==> src/rtl/decoder_5to32_tree_if.sv <==
// Decoder bus: binary select and enable in, registered one-hot decode and
// group selects out. All vectors use ascending ranges (index 0 = MSB).
interface decoder_5to32_tree_if;
  logic [0:4]  x;
  logic        en;
  logic [0:31] z;
  logic [0:3]  enable;

  modport master (output x, output en, input z, input enable);
  modport slave  (input x, input en, output z, output enable);
endinterface

==> src/rtl/decoder_5to32_tree.sv <==
// Registered 5-to-32 one-hot decoder built as a tree: a 2-to-4 stage on
// x[0:1] gates four 3-to-8 stages on x[2:4]. Bit index equals decoded value.

// 2-to-4 stage: y[g] = en AND (x == g)
module dec_tree_2to4 (
  input  logic [0:1] x,
  input  logic       en,
  output logic [0:3] y
);
  // One-hot decode of the upper two select bits
  always_comb begin
    y = '0;
    for (int unsigned g = 0; g < 4; g++) begin
      y[g] = en && (x == 2'(g));
    end
  end
endmodule

// 3-to-8 stage: y[k] = en AND (x == k)
module dec_tree_3to8 (
  input  logic [0:2] x,
  input  logic       en,
  output logic [0:7] y
);
  // One-hot decode of the lower three select bits
  always_comb begin
    y = '0;
    for (int unsigned k = 0; k < 8; k++) begin
      y[k] = en && (x == 3'(k));
    end
  end
endmodule

module decoder_5to32_tree (
  input  logic                 clk,
  input  logic                 rst,
  decoder_5to32_tree_if.slave  bus
);
  logic [0:3]  grp_sel;
  logic [0:7]  leaf_y [0:3];
  logic [0:31] z_d, z_q;
  logic [0:3]  enable_d, enable_q;

  dec_tree_2to4 u_grp (
    .x  (bus.x[0:1]),
    .en (bus.en),
    .y  (grp_sel)
  );

  for (genvar g = 0; g < 4; g++) begin : g_leaf
    dec_tree_3to8 u_leaf (
      .x  (bus.x[2:4]),
      .en (grp_sel[g]),
      .y  (leaf_y[g])
    );
  end

  // Concatenate the four leaf decodes; leaf g covers outputs 8g..8g+7
  always_comb begin
    z_d      = '0;
    enable_d = grp_sel;
    for (int unsigned g = 0; g < 4; g++) begin
      z_d[8*g +: 8] = leaf_y[g];
    end
  end

  // Output registers with synchronous active-high reset
  always_ff @(posedge clk) begin
    if (rst) begin
      z_q      <= '0;
      enable_q <= '0;
    end else begin
      z_q      <= z_d;
      enable_q <= enable_d;
    end
  end

  assign bus.z      = z_q;
  assign bus.enable = enable_q;
endmodule

==> src/flat_wrapper.sv <==
// flat-port wrapper written by rule: the top's interface ports become plain ports
module decoder_5to32_tree_flat 
  (clk, rst, bus_x, bus_en, bus_z, bus_enable);
  decoder_5to32_tree_if bus_i ();
  input  logic clk;
  input  logic rst;
  input wire logic [$bits(bus_i.x)-1:0] bus_x;
  input wire logic [$bits(bus_i.en)-1:0] bus_en;
  output wire logic [$bits(bus_i.z)-1:0] bus_z;
  output wire logic [$bits(bus_i.enable)-1:0] bus_enable;
  assign bus_i.x = bus_x;
  assign bus_i.en = bus_en;
  assign bus_z = bus_i.z;
  assign bus_enable = bus_i.enable;
  decoder_5to32_tree u_core (.clk(clk), .rst(rst), .bus(bus_i));
endmodule
==> config.mk <==
export PLATFORM = sky130hd
export DESIGN_NAME = decoder_5to32_tree_flat
export DESIGN_NICKNAME = d
export VERILOG_FILES = /design/src/rtl/decoder_5to32_tree_if.sv /design/src/rtl/decoder_5to32_tree.sv /design/src/flat_wrapper.sv
export SDC_FILE = /design/constraint.sdc
export NUM_CORES = 1
export LEC_CHECK = 0
export ABC_CLOCK_PERIOD_IN_PS = 3100
export CORE_MARGIN = 2
export CORE_UTILIZATION = 42
export DETAILED_ROUTE_END_ITERATION = 8
export HOLD_SLACK_MARGIN = 0.08
export PLACE_DENSITY = 0.8
export SYNTH_ARGS = -nofsm -noshare
export SYNTH_HDL_FRONTEND = slang
export SYNTH_SLANG_ARGS = --single-unit
==> constraint.sdc <==
create_clock -name clk -period 3.1 [get_ports clk]
set_input_delay 0.62 -clock clk [delete_from_list [all_inputs] [get_ports clk]]
set_output_delay 0.62 -clock clk [all_outputs]
set_load 0.03 [all_outputs]
==> results.tsv <==
stage	metric	value	unit
floorplan	Rows	17	
run	max_cap viols	0	
route	DR vias	741	
yosys	register area share after synthesis	72.4	%
critical_path	slowest stage cell, crit path	clkdlybuf4s50_1	
clocking	Max Buffers Root-to-Sink	2	
sta	Setup-failing EPs final	0	
yosys	post-synthesis cell count	87	
clocking	setup bufs post-CTS	0	
critical_path	Worst Setup End Kind	output pin	
pwr	leakage	0.554	nW
clocking	CTS root buf	clkbuf_4	
sta	Hold Slack	1110	ps
critical_path	Worst Path Required	2480	ps
sta	actual slew at the worst max-slew pin	489	ps
sta	setup TNS	0	ps
critical_path	slowest stage delay, CP	670	ps
yosys	post-synthesis register bit count	36	
sta	Max Slew Vio Count	0	
sta	Tmin final	1950	ps
route	DRT Pass-1 Iters	3	
final_layout	share of post-route cells with drive strength above 1	12.6	%
final_layout	Ant. Diodes	0	
run_status	status	complete, no violations	
route	post-route ant nets	0	
global_routing	global-route wire length before repair	2940	um
global_routing	vias in the first global route	703	
final_layout	most common cell after layout, fill and taps aside	clkdlybuf4s50_1	
pwr	P per Cell Area	505	mW/mm^2
placed_design	Final GP Congestion	0.645	
global_routing	largest net degree at the start of global routing	11	
route	vias per inst	4.55	
yosys	leading area contributor after synthesis	dfxtp_1	
final_layout	commonest non-fill, non-tap cells in the layout	clkdlybuf4s50_1 (43), dfxtp_1 (36), nor2_1 (24), nor2_2 (8), clkbuf_4 (5)	
clocking	Post-CTS Resized	0	
sta	fmax	512	MHz
critical_path	maximum fanout along the worst path	1	
global_routing	total grt overflow	0	
clocking	CTS sink count	36	
route	wire length per cell	11.7	um
global_routing	initial antenna violation count	0	
critical_path	CP Buf/Inv Count	1	
clocking	CTS buffer count	5	
critical_path	CP top delay family	buffers and inverters	
floorplan	Chip Height	52.7	um
sta	RSZ-0062 raised after global routing	no	
critical_path	CP cell instances	clkdlybuf4s50_1	
placed_design	Final HPWL DP	1430	um
yosys	post-synth top area share	72.4	%
floorplan	CORE AREA	0.00223	sq mm
yosys	Avg Inst Size Synth	11.4	sq um
floorplan	Die Area	0.00278	sq mm
sta	slew margin rel.	67.4	%
clocking	H-tree depth	2	
route	drc violations	0	
route	1st-iter DRT viols	5	
final_layout	Final #Nets	142	
pwr	maximum vdd ir drop	0.346	mV
final_layout	Layout fillers	186	
worst_hold_path	Hold WC Path Type	in2reg	
yosys	synthesized cell area	996	sq um
yosys	synth top area cells	dfxtp_1 (72%), nor2_1 (9.0%), nor2_2 (5.0%)	
sta	Final Hold Viols	0	
global_routing	GR Util All Layers	15.7	%
sta	period utilization	63.0	%
final_layout	Syn-to-layout area delta	50.8	%
critical_path	Worst Path Class, Setup	reg2out	
floorplan	Die X	52.7	um
clocking	TritonCTS clock tree	done	
floorplan	I/O pins	44	
yosys	Syn. warnings	0	
placed_design	worst slack at placement	1000	ps
clocking	clock slew seen by the registers of the worst setup and hold paths	100	ps
clocking	Hold Buf Count CTS	0	
placed_design	# port buffers	43	
yosys	synth unique cells	14	
critical_path	Worst EP arrival	1330	ps
sta	final worst slack	1150	ps
yosys	Post-Synthesis Net Count	95	
critical_path	critical path startpoint category	register	
floorplan	Initial Utilization	44.6	%
route	final WL	1910	um
[routing by layer]
layer	vias to the layer above	track usage [%]	wire length, um
li1	369	-	-
met1	336	16.2	738
met2	31	25.4	978
met3	5	6.86	148
met4	0	10.7	47
met5	-	0	0
[per-stage QoR]
stage | area [sq um] | std cells | power [mW] | util [%]
global route | 1500 | 163 | 0.786 | 67.2
detailed placement | 1440 | 155 | 0.522 | 64.6
global placement | 1440 | 155 | 0.521 | 64.6
CTS | 1500 | 163 | 0.766 | 67.2
floorplan | 996 | 87 | 0.499 | -
finish | 1500 | 163 | 0.759 | 67.2
[layout make-up]
type	count	area, sq um	area share, %
well taps	28	35.0	2.33
inverters	4	15.0	1.00
multi-input cells	44	241	16.1
repair buffers	43	430	28.7
flip-flops and latches	36	721	48.0
clock buffers	8	58.8	3.92
[worst paths after layout]
path / from / endpoint / slack [ps] / depth (start not counted)
setup / recovery: u_core.bus.z[15]$_SDFF_PP0_ / bus_z[16] / 1150 / 1
hold / removal: bus_x[0] / u_core.bus.z[7]$_SDFF_PP0_ / 1110 / 3
[registers in the layout, indices dropped and copies added (netlist names)]
register / cells
u_core.bus.z: 32
u_core.bus.enable: 4
[Yosys cell counts]
library cell	count
inv_2	3
dfxtp_1	36
nand3b_1	3
inv_1	1
or3b_1	3
or4b_1	1
clkbuf_1	2
nand4bb_1	2
nor2_2	8
nand4b_1	1
or3_1	1
nor2_1	24
nand3_1	1
buf_6	1
[kinds of logic (layout without fill, tap and decap cells)]
logic type	Yosys count	after routing	share of synthesized area (%)
flops	36	36	72.4
buf+inv	7	55	3.39
simple gates	44	44	24.2
[power by group]
part | total (mW) | switching, mW | internal, mW
Combinational | 0.0441 | 0.0248 | 0.0193
Sequential | 0.467 | 0.000899 | 0.466
Clock | 0.248 | 0.136 | 0.112
(Power assumes the default switching activity.)
